--- src/rtl/hazard_ctrl.sv ---
// Pipeline hazard controller: load-use bubbles, memory-wait stalls, branch flushes, halt/error freeze.
// Optional stall-cycle statistics counter is built only when HAZARD_STATS_EN is defined.
module hazard_ctrl (
  input  logic        clk,
  input  logic        rst,
  input  logic [2:0]  regSelRs_D,
  input  logic [2:0]  regSelRt_D,
  input  logic        rsUsed_D,
  input  logic        rtUsed_D,
  input  logic        memRead_X,
  input  logic        writeEn_X,
  input  logic [2:0]  writeRegSel_X,
  input  logic        branchTaken_X,
  input  logic        memStall_M,
  input  logic        memDone_M,
  input  logic        halt_M,
  input  logic        err,
  output logic        pcHold,
  output logic        stallFD,
  output logic        stallDX,
  output logic        stallXM,
  output logic        flushFD,
  output logic        flushDX,
  output logic        err_out,
  output logic [15:0] stallCycles
);

  typedef enum logic [1:0] {RUN, MEMWAIT, HALTED} state_e;

  state_e state_q, state_d;
  logic   pendFlush_q, pendFlush_d;
  logic   err_q, err_d;
  logic   loadUse;

  assign loadUse = memRead_X & writeEn_X &
                   ((rsUsed_D & (regSelRs_D == writeRegSel_X)) |
                    (rtUsed_D & (regSelRt_D == writeRegSel_X)));

  always_comb begin
    state_d     = state_q;
    pendFlush_d = pendFlush_q;
    err_d       = err_q;
    pcHold      = 1'b0;
    stallFD     = 1'b0;
    stallDX     = 1'b0;
    stallXM     = 1'b0;
    flushFD     = 1'b0;
    flushDX     = 1'b0;
    if (rst) begin
      state_d     = RUN;
      pendFlush_d = 1'b0;
      err_d       = 1'b0;
    end else begin
      if (err) err_d = 1'b1;
      if (halt_M || err || state_q == HALTED) begin
        {pcHold, stallFD, stallDX, stallXM} = 4'b1111;
        state_d = HALTED;
      end else if (state_q == MEMWAIT) begin
        if (!memDone_M) {pcHold, stallFD, stallDX, stallXM} = 4'b1111;
        else            state_d = RUN;
      end else if (memStall_M) begin
        {pcHold, stallFD, stallDX, stallXM} = 4'b1111;
        state_d = MEMWAIT;
      end else if (branchTaken_X || pendFlush_q) begin
        // A load-use request in the same cycle is dropped: the flush kills the consumer anyway.
        {flushFD, flushDX} = 2'b11;
        pendFlush_d = 1'b0;
      end else if (loadUse) begin
        {pcHold, stallFD, flushDX} = 3'b111;
      end
      // A branch seen while the pipe is frozen must still redirect once it resumes.
      if (branchTaken_X && (stallFD || stallDX || stallXM)) pendFlush_d = 1'b1;
    end
  end

  always_ff @(posedge clk) begin
    state_q     <= state_d;
    pendFlush_q <= pendFlush_d;
    err_q       <= err_d;
  end

  assign err_out = err_q;

`ifdef HAZARD_STATS_EN
  logic [15:0] stallCnt_q, stallCnt_d;

  always_comb begin
    stallCnt_d = stallCnt_q;
    if (rst)                                  stallCnt_d = 16'h0000;
    else if (stallFD && stallCnt_q != 16'hFFFF) stallCnt_d = stallCnt_q + 16'h0001;
  end

  always_ff @(posedge clk) begin
    stallCnt_q <= stallCnt_d;
  end

  assign stallCycles = stallCnt_q;
`else
  assign stallCycles = 16'h0000;
`endif

endmodule

--- config.mk ---
export PLATFORM = sky130hd
export DESIGN_NAME = hazard_ctrl
export DESIGN_NICKNAME = d
export VERILOG_FILES = /design/src/rtl/hazard_ctrl.sv
export SDC_FILE = /design/constraint.sdc
export NUM_CORES = 1
export LEC_CHECK = 0
export ABC_CLOCK_PERIOD_IN_PS = 4600
export CAP_MARGIN = 20
export CORE_AREA = 2 2 39 41
export CTS_CLUSTER_SIZE = 28
export DETAILED_ROUTE_END_ITERATION = 10
export DIE_AREA = 0 0 41 43
export DONT_BUFFER_PORTS = 1
export PLACE_DENSITY = 0.49
export SKIP_LAST_GASP = 1
export SLEW_MARGIN = 20
export SYNTH_ARGS = -nofsm -noshare
export SYNTH_HDL_FRONTEND = slang
export SYNTH_SLANG_ARGS = --single-unit
--- constraint.sdc ---
create_clock -name clk -period 4.6 [get_ports clk]
set_input_delay 0.92 -clock clk [delete_from_list [all_inputs] [get_ports clk]]
set_output_delay 0.92 -clock clk [all_outputs]
set_load 0.01 [all_outputs]
==> impl_metrics.json, run 1 <==
{
  "outcome": "complete, no violations",
  "cts_buffers": 3,
  "antenna_left": 0,
  "synth-edff-count": 0,
  "maxSlewViolCount": 0,
  "synth_common_cells": "buf_4 (18), nor2_1 (6), xnor2_1 (6)",
  "rows": 14,
  "yosysSeqAreaShare": 0.169,
  "crit_type": "input pin to primary output",
  "critPathLaunchType": "input pin",
  "place_area_um2": 404,
  "ys.flop_type": "dfxtp_1",
  "grt_use_total": 0.0775,
  "cts_tree": "yes",
  "postCtsResizedCells": 0,
  "yosysWarnings": 0,
  "viasPerCell": 4.41,
  "intPower_uw": 75.4,
  "startpoint": "err",
  "yosys.area.top_type": "buf_4",
  "post_cts.repair.setup_buffers": 0,
  "die_area_um2": 1760,
  "combPwrFrac": 0.230,
  "rsz0062_at_grt": "no",
  "syn_area_um2": 473,
  "ys_seq_elements": 4,
  "hpwl_um": 614,
  "grt_first_pass_wirelength_um": 931,
  "design.core.area_um2": 1380,
  "postSynth.asyncResetShare": 0,
  "fin_worst_skew_ns": 0.000895,
  "drive_gt1_frac": 0.119,
  "setup-tns-final_ns": 0,
  "fin_area_um2": 427,
  "yosysMostFrequentCell": "buf_4",
  "finalCritPeriodShare": 0.626,
  "clockPowerShare": 0.392,
  "netlist_instances": 61,
  "slew_headroom": 0.612,
  "area_growth_pct": -9.79,
  "fin_nets": 81,
  "fin_cells": 75,
  "cap_violations": 0,
  "rr_worst_depth": 4,
  "place_inst": 72,
  "post_synth_num_cell_types": 24,
  "power.leakage_nw": 0.196,
  "gp_congestion": 0.640,
  "clock_latency_ns": 0.23,
  "worstPathArrival_ns": 1.96,
  "fp.dieW_um": 41,
  "min_from": "pendFlush_q",
  "first_pass_iters": 2,
  "cts.sinks": 4,
  "p_per_area_nw_per_um2": 245,
  "worst_pin_slew_ns": 0.581,
  "initial_core_util": 0.342,
  "die_h_um": 43,
  "vias": 331,
  "irDropWorstVdd_uv": 120,
  "ctsHtreeMaxLevel": 1,
  "finalHoldViolations": 0,
  "portBuffers": 0,
  "cts_hold_buf": 0,
  "design.portCount": 43,
  "first_iter_violations": 5,
  "synth.avg_cell_area_um2": 7.75,
  "yosys-top-cells-area": "buf_4 (29%), dfxtp_1 (17%), xnor2_1 (11%)",
  "wirelength_um": 670,
  "clkTransAtPathRegs_ns": 0.03,
  "hold_path_depth": 1,
  "endpoint_kind": "primary output",
  "required_ns": 3.68,
  "cp_max_fo": 3,
  "cts_root_buffer": "clkbuf_4",
  "diodes": 0,
  "p_sw_frac": 0.279,
  "switching_power_uw": 29.3,
  "seq_power_share": 0.378,
  "setup_viol": 0,
  "hold_class": "flip-flop to flip-flop",
  "synth_top_area_share": 0.286,
  "remaining_drc_errors": 0,
  "period_needed_ns": 2.88,
  "antenna_found_initial": 0,
  "grt.overflow.total": 0,
  "grt_max_degree": 9,
  "grt_pass1_vias": 279,
  "avgRoutedWirePerCell_um": 8.93,
  "r2r-start": "state_q[1]",
  "clock.fmax_ghz": 0.347,
  "cts_buffer_depth": 2
}
[power groups by stage]
stage	clock (mW)	sequential [mW]	combinational (mW)
floorplan	0	0.0395	0.0357
global route	0.0463	0.0400	0.0276
CTS	0.0432	0.0397	0.0242
detailed placement	0	0.0402	0.0241
finish	0.0410	0.0396	0.0241
global placement	0	0.0402	0.0242
[cells in the final DEF (no fill, tap or decap), drive strengths merged, types with 2 or more instances in the layout]
master / count
nor2: 6
inv: 2
conb: 16
clkbuf: 3
xnor2: 6
nand2: 5
dfxtp: 4
nor3: 3
nand4: 2
[layout make-up]
class,instances,area [um2]
Clock buffer,3,22.5
Sequential cell,4,80.1
Tap cell,16,20.0
Inverter,2,7.51
Fill cell,158,957
Multi-Input combinational cell,50,297
[cells by family (layout without fill, tap and decap cells)]
group / Yosys count / in the layout / share of synthesized area
AOI/OAI and AO/OA: 7 / 7 / 0.127
other: 1 / 16 / 0.00793
and+or+nand+nor: 20 / 20 / 0.243
DFF: 4 / 4 / 0.169
buffers and inverters: 22 / 5 / 0.323
xor gates and xnor gates: 7 / 7 / 0.130
[worst max-delay path, stage by stage]
cell,delay (ns)
or2_1,0.24
or3_4,0.41
nor3_4,0.23
a21o_1,0.16
[per-stage QoR]
step / utilization / power, mW / setup slack [ns] / hold slack, ns
2_1_floorplan: - / 0.0751 / 1.74 / 0.470
3_3_place_gp: 0.292 / 0.0643 / 1.71 / 0.489
3_5_place_dp: 0.292 / 0.0643 / 1.72 / 0.494
4_1_cts: 0.308 / 0.107 / 1.72 / 0.503
5_1_grt: 0.308 / 0.114 / 1.66 / 0.536
6_report: 0.308 / 0.105 / 1.72 / 0.498
[final timing paths]
check / to / slack [ns]
hold / removal: pendFlush_q / 0.50
hold reg to reg: pendFlush_q / 0.50
setup reg to reg: pendFlush_q / 3.14
setup / recovery: flushDX / 1.72
[layer usage]
metal	wire length, um	global-route usage	vias to the layer above
met5	0	0	-
met4	0	0.0600	0
met3	101	0.0157	0
met2	328	0.128	25
met1	240	0.0777	142
li1	-	-	164
[sequential cells by signal, indices dropped and copies added (netlist names)]
name	cells
err_out	1
pendFlush_q	1
state_q	2
Power figures use the tool's default switching activity.
==> run 2, diff against run 1 <==
--- a/config.mk
+++ b/config.mk
@@ -5,7 +5,7 @@
 export SDC_FILE = /design/constraint.sdc
 export NUM_CORES = 1
 export LEC_CHECK = 0
-export ABC_CLOCK_PERIOD_IN_PS = 4600
+export ABC_CLOCK_PERIOD_IN_PS = 2900
 export CAP_MARGIN = 20
 export CORE_AREA = 2 2 39 41
 export CTS_CLUSTER_SIZE = 28
==> constraint.sdc (replaced) <==
create_clock -name clk -period 2.9 [get_ports clk]
set_input_delay 0.58 -clock clk [delete_from_list [all_inputs] [get_ports clk]]
set_output_delay 0.58 -clock clk [all_outputs]
set_load 0.01 [all_outputs]
==> run 2 against run 1 <==
  * Routed wire length up 2.7%
  * Clock power is 59% higher
  * Final cell count is the same
  * Clock skew up 0.00066 ns
  * Sequential power rose by 59%
  * Combinational power is 59% higher
  * Die area stayed put
  * Setup slack got worse by 1.1 ns
  * Non-clock buffer count unchanged
  * Largest cell class unchanged
  * Largest power group unchanged
==> impl_metrics.json, run 2 (same netlist as run 1, synthesis figures left out) <==
{
  "outcome": "complete, no violations",
  "gp_congestion": 0.638,
  "final_core_util": 0.308,
  "avgRoutedWirePerCell_um": 9.17,
  "cts_tree": "yes",
  "hold_class": "input pin to flip-flop",
  "die_area_um2": 1760,
  "reg2reg_slack_ns": 1.43,
  "period_needed_ns": 2.31,
  "cap_violations": 0,
  "slew_headroom": 0.614,
  "grt_max_degree": 9,
  "r2r-start": "state_q[1]",
  "worst_pin_slew_ns": 0.579,
  "layout_common_cells": "conb_1 (16), xnor2_1 (6), nor2_1 (6), nand2_1 (5), dfxtp_1 (4)",
  "endpoint_kind": "primary output",
  "grt_use_met2": 0.125,
  "cts_root_buffer": "clkbuf_4",
  "cts_buffer_depth": 2,
  "irDropWorstVdd_uv": 190,
  "largest_register_ff_count": 2,
  "finalCritPeriodShare": 0.796,
  "post_cts.repair.setup_buffers": 0,
  "required_ns": 2.32,
  "postCtsResizedCells": 0,
  "antenna_left": 0,
  "die_h_um": 43,
  "drive_gt1_frac": 0.119,
  "design.portCount": 43,
  "viasPerCell": 4.52,
  "ctsHtreeMaxLevel": 1,
  "maxSlewViolCount": 0,
  "rows": 14,
  "remaining_drc_errors": 0,
  "grt_use_total": 0.0794,
  "first_iter_violations": 2,
  "grt_util_met1": 0.0774,
  "grt.overflow.total": 0,
  "whs_endpoint": "state_q[1]",
  "critPathLaunchType": "flip-flop",
  "p_sw_frac": 0.280,
  "initial_core_util": 0.342,
  "wirelength_um": 688,
  "clock_latency_ns": 0.23,
  "first_pass_iters": 2,
  "busiest_layer": "met2",
  "cp_max_fo": 6,
  "portBuffers": 0,
  "crit_type": "flip-flop to primary output",
  "clockPowerShare": 0.392,
  "intPower_uw": 120,
  "grt_first_pass_wirelength_um": 924,
  "grt_pass1_vias": 272,
  "antenna_found_initial": 0,
  "top_register": "state_q",
  "hold_path_depth": 1,
  "grt_use_met3": 0.0157,
  "p_per_area_nw_per_um2": 390,
  "combPwrFrac": 0.230,
  "clkTransAtPathRegs_ns": 0.03,
  "vias": 339,
  "setup_viol": 0,
  "cts_hold_buf": 0,
  "rr_worst_depth": 4,
  "worstPathArrival_ns": 1.73,
  "cts_buffers": 3,
  "design.core.area_um2": 1380,
  "reg2reg_to": "pendFlush_q",
  "diodes": 0,
  "fin_worst_skew_ns": 0.00155,
  "rsz0062_at_grt": "no",
  "area_growth_pct": -9.79,
  "power.leakage_nw": 0.196,
  "cts.sinks": 4,
  "seq_power_share": 0.378,
  "clock.fmax_ghz": 0.433,
  "finalHoldViolations": 0,
  "final_common_cell": "conb_1",
  "switching_power_uw": 46.6,
  "fp.dieW_um": 41,
  "min_from": "rst",
  "fin_nets": 81,
  "setup-tns-final_ns": 0,
  "hpwl_um": 614
}
-- run 2: cell counts in the layout (fill, tap and decap cells not counted) --
No cell type changed its count.
-- run 2: through the flow --
stage | hold slack [ns] | instance area, um2 | power (mW) | setup slack (ns) | instances
2_1_floorplan | 0.470 | 529 | 0.119 | 0.722 | 76
3_3_place_gp | 0.489 | 404 | 0.102 | 0.693 | 72
3_5_place_dp | 0.494 | 404 | 0.102 | 0.695 | 72
4_1_cts | 0.412 | 427 | 0.170 | 0.557 | 75
5_1_grt | 0.411 | 427 | 0.181 | 0.471 | 75
6_report | 0.419 | 427 | 0.166 | 0.591 | 75
-- run 2: power by group through the flow --
stage          logic [mW]  clock network [mW]  registers [mW]
6_report           0.0382              0.0652          0.0628
4_1_cts            0.0383              0.0687          0.0629
5_1_grt            0.0438              0.0737          0.0635
3_3_place_gp       0.0383                   0          0.0637
3_5_place_dp       0.0383                   0          0.0637
2_1_floorplan      0.0566                   0          0.0626
-- run 2: worst max-delay path: stages, from the launching register on --
cell	delay [ns]
dfxtp_1	0.40
nand2b_1	0.15
o21ai_0	0.10
a311oi_2	0.57
a41o_1	0.29
-- run 2: layout make-up --
class	count	area [um2]
Clock buffer	3	22.5
Tap cell	16	20.0
Multi-Input combinational cell	50	297
Fill cell	159	957
Sequential cell	4	80.1
Inverter	2	7.51
-- run 2: routing by layer --
metal | up-vias | part of all wire
li1 | 165 | -
met1 | 147 | 0.37
met2 | 25 | 0.47
met3 | 2 | 0.15
met4 | 0 | 0.015
met5 | - | 0
-- run 2: worst max path at each step --
stage,start,to,slack [ns],cells past startpoint
2_1_floorplan,err,stallFD,0.72,5
3_3_place_gp,memDone_M,stallFD,0.69,4
3_5_place_dp,err,flushDX,0.70,4
4_1_cts,state_q[1],stallFD,0.56,4
5_1_grt,state_q[1],pcHold,0.47,4
6_report,state_q[1],stallFD,0.59,4
==> run 3, diff against run 2 <==
--- a/config.mk
+++ b/config.mk
@@ -5,14 +5,14 @@
 export SDC_FILE = /design/constraint.sdc
 export NUM_CORES = 1
 export LEC_CHECK = 0
-export ABC_CLOCK_PERIOD_IN_PS = 2900
+export ABC_CLOCK_PERIOD_IN_PS = 2100
 export CAP_MARGIN = 20
 export CORE_AREA = 2 2 39 41
 export CTS_CLUSTER_SIZE = 28
 export DETAILED_ROUTE_END_ITERATION = 10
 export DIE_AREA = 0 0 41 43
 export DONT_BUFFER_PORTS = 1
-export PLACE_DENSITY = 0.49
+export PLACE_DENSITY = 0.51
 export SKIP_LAST_GASP = 1
 export SLEW_MARGIN = 20
 export SYNTH_ARGS = -nofsm -noshare
==> constraint.sdc (replaced) <==
create_clock -name clk -period 2.1 [get_ports clk]
set_input_delay 0.42 -clock clk [delete_from_list [all_inputs] [get_ports clk]]
set_output_delay 0.42 -clock clk [all_outputs]
set_load 0.01 [all_outputs]
==> run 3 against run 2 <==
  * Die area unchanged
  * Critical path depth unchanged
  * Global-route usage is 1.6 points higher
  * Power rose by 40%
  * Setup slack lost 0.43 ns
  * Final cell count unchanged
  * Sequential share of layout area rose by 0.12 points
  * Critical endpoint is now flushDX
==> impl_metrics.json, run 3 (same netlist as run 1, synthesis figures left out) <==
{
  "gp_congestion": 0.644,
  "setup_viol": 0,
  "p_per_area_nw_per_um2": 518,
  "die_h_um": 43,
  "final_common_cell": "conb_1",
  "finalCritPeriodShare": 0.921,
  "total_power_uw": 233,
  "period_needed_ns": 1.93,
  "area_growth_pct": -4.76,
  "cts.sinks": 4,
  "clock_latency_ns": 0.23,
  "grt_use_met2": 0.159,
  "layout_common_cells": "conb_1 (16), xnor2_1 (6), nor2_1 (6), nand2_1 (5), clkbuf_4 (3)",
  "grt.overflow.total": 0,
  "vias": 344,
  "rr_worst_depth": 4,
  "cts_buffers": 3,
  "intPower_uw": 167,
  "first_pass_iters": 4,
  "dp_slack_ns": 0.158,
  "place_area_um2": 404,
  "rows": 14,
  "clockPowerShare": 0.386,
  "cp_max_fo": 7,
  "worstPathArrival_ns": 1.51,
  "grt_first_pass_wirelength_um": 1170,
  "reg2reg_to": "pendFlush_q",
  "crit_family": "simple AND/OR/NAND/NOR gates",
  "avgRoutedWirePerCell_um": 10.1,
  "cts_buffer_depth": 2,
  "cap_violations": 0,
  "combPwrFrac": 0.242,
  "p_sw_frac": 0.284,
  "fin_area_um2": 450,
  "top_register": "state_q",
  "clock.fmax_ghz": 0.517,
  "initial_core_util": 0.342,
  "ctsHtreeMaxLevel": 1,
  "portBuffers": 0,
  "busiest_layer": "met2",
  "reg2reg_slack_ns": 0.82,
  "fp.dieW_um": 41,
  "design.core.area_um2": 1380,
  "critPathMaxStageDelay_ns": 0.36,
  "outcome": "complete, no violations",
  "grt_use_met3": 0.0576,
  "clkTransAtPathRegs_ns": 0.04,
  "first_iter_violations": 6,
  "maxSlewViolCount": 0,
  "cts_tree": "yes",
  "whs_endpoint": "state_q[1]",
  "switching_power_uw": 66.3,
  "required_ns": 1.68,
  "post_cts.repair.setup_buffers": 0,
  "grt_pass1_vias": 339,
  "wirelength_um": 754,
  "seq_power_share": 0.372,
  "cts_root_buffer": "clkbuf_4",
  "drive_gt1_frac": 0.186,
  "hold_path_depth": 1,
  "largest_register_ff_count": 2,
  "setup-tns-final_ns": 0,
  "fin_nets": 81,
  "endpoint_kind": "primary output",
  "diodes": 0,
  "hpwl_um": 663,
  "fill_cells": 158,
  "critPathLaunchType": "flip-flop",
  "antenna_left": 0,
  "cpMaxStageDelayCell": "dfxtp_2",
  "grt_use_total": 0.0954,
  "cts_hold_buf": 0,
  "crit_type": "flip-flop to primary output",
  "remaining_drc_errors": 0,
  "setup_slack_ns": 0.165,
  "r2r-start": "state_q[1]",
  "power.leakage_nw": 0.197,
  "viasPerCell": 4.59,
  "rsz0062_at_grt": "no",
  "min_from": "rst",
  "finalHoldViolations": 0,
  "die_area_um2": 1760,
  "path_cells": "xor2_1 -> or3_4 -> nor3_4 -> a21o_1",
  "path_buf_inv": 0,
  "design.portCount": 43,
  "antenna_found_initial": 0,
  "grt_max_degree": 9,
  "hold_class": "input pin to flip-flop",
  "irDropWorstVdd_uv": 311,
  "grt_util_met1": 0.0965,
  "fin_worst_skew_ns": 0.000485
}
==> run 3: cell counts in the layout (fill, tap and decap cells not counted) <==
No cell type changed its count.
==> run 3: worst max-delay path by stage <==
stage	slack, ns	endpoint	start	cells after the start
floorplan	0.24	stallFD	err	5
global placement	0.19	flushDX	err	4
detailed placement	0.16	stallFD	state_q[1]	4
CTS	0.03	stallFD	state_q[1]	4
global route	0.04	stallFD	state_q[1]	4
finish	0.17	flushDX	state_q[0]	4
==> run 3: worst reg2reg max path, cell delays in order, from the launching register on <==
cell and delay [ns]:
dfxtp_4 0.36, nand2b_1 0.13, o21ai_1 0.11, a311oi_4 0.44, a32o_1 0.18
==> run 3: routing by layer <==
metal	vias to the layer above	share of wire
li1	166	-
met5	-	0
met4	0	0
met1	150	0.36
met3	0	0.17
met2	28	0.47
==> run 3: cell type report <==
class	count	area, um2	share of cell area
multi-input cells	50	315	0.700
flip-flops and latches	4	85.1	0.189
clock buffers	3	22.5	0.0500
well taps	16	20.0	0.0444
inverters	2	7.51	0.0167
==> run 3: power groups by stage <==
stage                     logic, mW  clock network, mW  registers, mW
after detailed placement     0.0532                  0         0.0878
final                        0.0565             0.0900         0.0869
after global routing         0.0649              0.101         0.0880
after floorplan              0.0782                  0         0.0864
after CTS                    0.0536             0.0949         0.0864
after global placement       0.0530                  0         0.0876
==> run 3: metrics by stage <==
step	utilization	instances	hold slack, ns
after floorplan	-	76	0.470
after global placement	0.292	72	0.483
after detailed placement	0.292	72	0.484
after CTS	0.311	75	0.244
after global routing	0.325	75	0.246
final	0.325	75	0.252
==> run 3: repair_timing <==
action / in CTS / in global routing
gates resized for setup: 3 / 4
setup endpoints to repair: 2 / 2
pin swaps: 1 / 1
